$ cat config.mk
export PLATFORM = sky130hd
export DESIGN_NAME = stream_demux
export DESIGN_NICKNAME = d
export VERILOG_FILES = /design/src/rtl/stream_demux.sv
export SDC_FILE = /design/constraint.sdc
export NUM_CORES = 1
export LEC_CHECK = 0
export CORE_MARGIN = 1
export CORE_UTILIZATION = 30
export DETAILED_ROUTE_END_ITERATION = 7
export GPL_TIMING_DRIVEN = 0
export PLACE_DENSITY = 0.68
export SLEW_MARGIN = 5
export SYNTH_ARGS = -nofsm -noshare
export SYNTH_HDL_FRONTEND = slang
export SYNTH_SLANG_ARGS = --single-unit
$ cat constraint.sdc
create_clock -name clk -period 5.35 [get_ports clk]
set_input_delay 0.8025 -clock clk [delete_from_list [all_inputs] [get_ports clk]]
set_output_delay 0.8025 -clock clk [all_outputs]
set_load 0.01 [all_outputs]
$ cat src/rtl/stream_demux.sv
// rtl/stream_demux.sv - select-driven packet demux, one input to NUM_OUTPUTS registered outputs (optional counters: STREAM_DEMUX_STATS_EN)
module stream_demux #(
  parameter int SELECT_WIDTH = 2,
  parameter int NUM_OUTPUTS  = 4,
  parameter int DATA_WIDTH   = 64
) (
  input  logic                              clk,
  input  logic                              rst,
  input  logic                              sel_valid,
  output logic                              sel_ready,
  input  logic [SELECT_WIDTH-1:0]           sel_data,
  input  logic                              in_valid,
  output logic                              in_ready,
  input  logic [DATA_WIDTH-1:0]             in_data,
  input  logic                              in_last,
  output logic [NUM_OUTPUTS-1:0]            out_valid,
  input  logic [NUM_OUTPUTS-1:0]            out_ready,
  output logic [NUM_OUTPUTS*DATA_WIDTH-1:0] out_data,
  output logic [NUM_OUTPUTS-1:0]            out_last
`ifdef STREAM_DEMUX_STATS_EN
  ,
  output logic [NUM_OUTPUTS*32-1:0]         pkt_count,
  output logic [31:0]                       drop_count
`endif
);

  typedef enum logic [1:0] {
    IDLE  = 2'd0,
    ROUTE = 2'd1,
    DROP  = 2'd2
  } state_t;

  state_t                  state_q;
  state_t                  state_d;
  logic [SELECT_WIDTH-1:0] sel_q;
  logic                    sel_in_range;
  logic [NUM_OUTPUTS-1:0]  route_hit;
  logic [NUM_OUTPUTS-1:0]  slot_free;
  logic [NUM_OUTPUTS-1:0]  load_vec;
  logic [DATA_WIDTH-1:0]   data_q [NUM_OUTPUTS];

  // Compare one bit wider so NUM_OUTPUTS == 2**SELECT_WIDTH is representable.
  assign sel_in_range = {1'b0, sel_data} < (SELECT_WIDTH+1)'(NUM_OUTPUTS);

  // Decode the latched select and find which output registers can take a beat this cycle.
  always_comb begin
    route_hit = '0;
    for (int i = 0; i < NUM_OUTPUTS; i++) begin
      route_hit[i] = (sel_q == SELECT_WIDTH'(i));
    end
    slot_free = ~out_valid | out_ready;
  end

  // Next-state and handshake readies; both readies are forced low while reset is held.
  always_comb begin
    state_d   = state_q;
    sel_ready = 1'b0;
    in_ready  = 1'b0;
    case (state_q)
      IDLE: begin
        sel_ready = 1'b1;
        if (sel_valid) begin
          state_d = sel_in_range ? ROUTE : DROP;
        end
      end
      ROUTE: begin
        in_ready = |(route_hit & slot_free);
        if (in_valid && in_ready && in_last) begin
          state_d = IDLE;
        end
      end
      DROP: begin
        in_ready = 1'b1;
        if (in_valid && in_last) begin
          state_d = IDLE;
        end
      end
      default: state_d = IDLE;
    endcase
    if (rst) begin
      sel_ready = 1'b0;
      in_ready  = 1'b0;
    end
  end

  // Only the selected output register loads, and only on an accepted beat while routing.
  assign load_vec = route_hit & {NUM_OUTPUTS{in_valid && in_ready && (state_q == ROUTE)}};

  // State register and select latch.
  always_ff @(posedge clk) begin
    if (rst) begin
      state_q <= IDLE;
      sel_q   <= '0;
    end else begin
      state_q <= state_d;
      if (sel_valid && sel_ready) begin
        sel_q <= sel_data;
      end
    end
  end

  // Output registers: a reload wins over a drain so a full slot can stream at one beat per cycle.
  always_ff @(posedge clk) begin
    if (rst) begin
      out_valid <= '0;
      out_last  <= '0;
      for (int i = 0; i < NUM_OUTPUTS; i++) begin
        data_q[i] <= '0;
      end
    end else begin
      for (int i = 0; i < NUM_OUTPUTS; i++) begin
        if (load_vec[i]) begin
          out_valid[i] <= 1'b1;
          out_last[i]  <= in_last;
          data_q[i]    <= in_data;
        end else if (out_ready[i]) begin
          out_valid[i] <= 1'b0;
        end
      end
    end
  end

  for (genvar g = 0; g < NUM_OUTPUTS; g++) begin : g_out_data
    assign out_data[g*DATA_WIDTH +: DATA_WIDTH] = data_q[g];
  end

`ifdef STREAM_DEMUX_STATS_EN
  logic [31:0] pkt_cnt_q [NUM_OUTPUTS];

  // Count completed packets per output and packets discarded for an out-of-range select.
  always_ff @(posedge clk) begin
    if (rst) begin
      drop_count <= '0;
      for (int i = 0; i < NUM_OUTPUTS; i++) begin
        pkt_cnt_q[i] <= '0;
      end
    end else begin
      if (state_q == IDLE && sel_valid && !sel_in_range) begin
        drop_count <= drop_count + 32'd1;
      end
      for (int i = 0; i < NUM_OUTPUTS; i++) begin
        if (out_valid[i] && out_ready[i] && out_last[i]) begin
          pkt_cnt_q[i] <= pkt_cnt_q[i] + 32'd1;
        end
      end
    end
  end

  for (genvar g = 0; g < NUM_OUTPUTS; g++) begin : g_pkt_count
    assign pkt_count[g*32 +: 32] = pkt_cnt_q[g];
  end
`endif

endmodule

==> summary.txt <==
Run status
  • Status: complete, no violations

Logic synthesis
  • Cell area after synthesis: about 9700 um^2
  • Post-Synthesis Cells: 673
  • Sequential element share of the synthesized area: about 82%
  • Syn_nets: approximately 750
  • Yosys reg bits: between 200 and 300
  • Count of yosys warnings during synthesis: 0
  • Average instance area after synthesis: 14.4 um^2
  • Number of distinct standard cells referenced by the synthesized netlist: 23

Flow run
  • Number of max-cap violations: 0

Drt
  • Final routed DRC violation total: 0
  • Antenna viol nets, final: 0
  • Average wire per cell in the routed design: 20.2 um
  • Vias per cell: ~4.5
  • Total length of routed wires: 29.7 mm
  • Number of DRC violations after detailed-routing iteration 0: 454
  • Via count of the routed design: between 6,000 and 7,000
  • Iteration count of the initial detailed-routing pass: 5

STA
  • Number of pins with negative max-slew slack in the final report: 0
  • Relative slew slack: between 50 and 60%
  • FMAX: just under 300 MHz
  • Setup Total Neg Slack: 0 ns
  • Total of endpoints with negative setup slack in the final report: 0
  • Worst hold margin: 0.487 ns
  • RSZ-0062 raised after global routing: no
  • Layout Skew: 0.0108 ns
  • Period minus WS final: 3.44 ns
  • Worst-margin pin slew: about 0.7 ns
  • Tcrit/Tclk final: between 60 and 70%
  • Number of endpoints with negative hold slack in the final report: 0

Final layout
  • Fraction of layout instances using a drive strength above 1: 8.43%
  • Flip-flop and latch area: ~7900 um^2
  • Nets: 1,121
  • Area delta synth->final: 50.9%
  • Final non-filler cell total: around 1,500
  • Multi-input gate area in the final layout: around 1600 um^2
  • Most frequent cells in the layout: sky130_fd_sc_hd__clkdlybuf4s50_1 (339), sky130_fd_sc_hd__nor2_1 (260), sky130_fd_sc_hd__edfxtp_1 (256)
  • Filler Cells Inserted: around 2,800
  • Most common library cell in the layout ignoring fill and taps: sky130_fd_sc_hd__clkdlybuf4s50_1

Clocking
  • Number of buffers added to fix hold violations after cts: 0
  • CTS tree: built
  • Clock transition time at the flip-flop clock pins of the worst setup and hold paths: roughly 0.06 ns
  • H-tree depth reported by CTS: 1
  • Post-cts repair resize count: 0
  • Cell at the root of the clock tree: sky130_fd_sc_hd__clkbuf_16
  • Insertion delay to the later sink of the worst-skew pair: 0.54 ns
  • Clock tree sinks: around 270
  • Clock buffer count from CTS: 28
  • Maximum number of buffers from clock root to sink: 3
  • Number of setup buffers added after CTS: 0

Place
  • DP Wirelength: between 20 and 25 mm
  • Number of cells in the design after placement: ~1,400
  • # port buffers: roughly 340
  • Final weighted congestion of routability-driven global placement: 0.813

Critical path
  • CP Data Arrival Time: roughly 2.6 ns
  • Worst reg2reg endpoint: data_q[2][48]
  • Slack of the worst reg-to-reg path: around 3.1 ns
  • Cell Chain, Critical Path: clkdlybuf4s50_1, nand2b_1, mux4_2, and3b_1, clkdlybuf4s50_1
  • Master of the slowest instance on the critical path: sky130_fd_sc_hd__mux4_2
  • Kind of critical path: in2out
  • Worst Setup Start Kind: input port
  • Cell family with the largest share of critical-path delay: buffers and inverters
  • Max incr delay on CP: roughly 0.54 ns
  • Crit path capture type: output pin
  • Top fanout value on the critical path: 6
  • Worst R2R Path Depth: 6
  • Buffer and inverter count on the worst path: 2
  • Required time of the worst setup path: 4.55 ns
  • Worst R2R Start: state_q[0]
  • Critical path's most frequent cell: sky130_fd_sc_hd__clkdlybuf4s50_1

Die
  • Width of the die: ~180 um
  • Total core area: 31,600 um^2
  • Rows: 65
  • Die Height: approximately 180 um
  • Starting density of the core: between 30 and 40%
  • IO Count: approximately 340
  • Die area: around 33,000 um^2

Global routing
  • All-layer global routing usage: 17.5%
  • Global-route wire length before repair: 42.6 mm
  • Number of global-route vias before repair: 6,642
  • Maximum number of pins on one net before global-route repair: slightly above 40
  • Number of antenna violations at the first check in global routing: 3
  • GRT overflow: 0

Power and ir drop
  • Peak ir drop on the vdd network: between 0.15 and 0.2 mV
  • Areal power density over the cells: around 330 nW/um^2
  • Lkg Pwr: ~5.1 nW

Worst hold path
  • End point of the most critical hold path: out_last[3]
  • Hold path startpoint: rst
  • Hold/Removal Path Class: in2reg
  • Cell depth of the worst min-delay path: 2
==> per-stage QoR <==
stage	area, um^2	total power [mW]	worst slack (ns)	util [%]
floorplan	9680	2.60	1.95	-
global placement	13600	2.90	0.159	42.9
detailed placement	13700	2.91	1.94	43.3
CTS	14600	4.84	1.92	46.2
global route	14600	4.93	1.88	46.2
finish	14600	4.78	1.91	46.2
==> worst max-delay path by stage <==
stage                 start       endpoint  slack (ns)  cells after the start
6_report       out_ready[1]       in_ready        1.91                      5
5_1_grt        out_ready[1]       in_ready        1.88                      5
4_1_cts        out_ready[1]       in_ready        1.92                      5
3_5_place_dp   out_ready[1]       in_ready        1.94                      5
3_3_place_gp       in_valid  data_q[1][55]        0.16                      6
2_1_floorplan           rst   data_q[0][0]        1.95                      6
==> layout make-up <==
| class | count | share of cell area, % |
|---|---|---|
| sequential | 267 | 54.1 |
| timing repair buffer | 343 | 23.9 |
| multi-input combinational | 367 | 10.9 |
| clock buffer | 34 | 5.10 |
| tap | 402 | 3.44 |
| buffer | 35 | 1.38 |
| clock inverter | 17 | 1.08 |
| inverter | 4 | 0.103 |
| antenna | 2 | 0.0343 |
==> flip-flops by register name, indices dropped and copies added (netlist names) <==
signal     count
out_valid      4
sel_q          2
state_q        1
out_last       4
data_q       256
==> cells by family (layout without fill, tap and decap cells) <==
group	Yosys count	after routing	share of synthesized area (%)
and+or+nand+nor	350	350	14.7
DFF	267	267	81.7
buffers and inverters	39	433	2.24
AOI/OAI and AO/OA	14	14	0.944
muxes	3	3	0.439
other	0	2	0
==> where the power goes <==
group,internal [mW],switching [mW],total [mW],leakage [nW]
Sequential,2.37,0.0265,2.40,2.73
Clock,1.13,0.798,1.93,0.440
Combinational,0.217,0.238,0.456,1.93
Total,3.72,1.06,4.78,5.10
==> worst reg2reg max path, cell delays in order, from the launching register on <==
cell,delay (ns)
sky130_fd_sc_hd__dfxtp_1,0.39
sky130_fd_sc_hd__and3b_1,0.20
sky130_fd_sc_hd__buf_4,0.14
sky130_fd_sc_hd__buf_6,0.18
sky130_fd_sc_hd__nand3_1,0.17
sky130_fd_sc_hd__nand2b_4,0.50
sky130_fd_sc_hd__buf_12,0.34
==> layer usage <==
layer  up-vias  GRT usage, %  wire length (um)
met1      3271          22.1             12300
met3        62          4.11              2230
met4         2          6.88              1050
met5         -             0                13
met2       287          29.2             14100
li1       3069             -                 -
==> cell usage after synthesis, drive strengths merged <==
| library cell | n | area share (%) |
|---|---|---|
| nor2 | 260 | 10 |
| edfxtp | 256 | 79 |
| nand2 | 68 | 3.2 |
| buf | 22 | 1.6 |
| clkbuf | 13 | 0.50 |
| dfxtp | 11 | 2.3 |
| a21oi | 8 | 0.41 |
| nand2b | 8 | 0.52 |
| a31o | 4 | 0.36 |
| inv | 4 | 0.16 |
| nand3 | 4 | 0.21 |
| nand4 | 4 | 0.26 |
| and2b | 2 | 0.16 |
| and3b | 2 | 0.18 |
| mux2i | 2 | 0.21 |
| a41oi | 1 | 0.091 |
| and2 | 1 | 0.065 |
| mux4 | 1 | 0.23 |
| nor2b | 1 | 0.065 |
| o21bai | 1 | 0.078 |
Note: power is estimated with default switching activity, not from simulation.
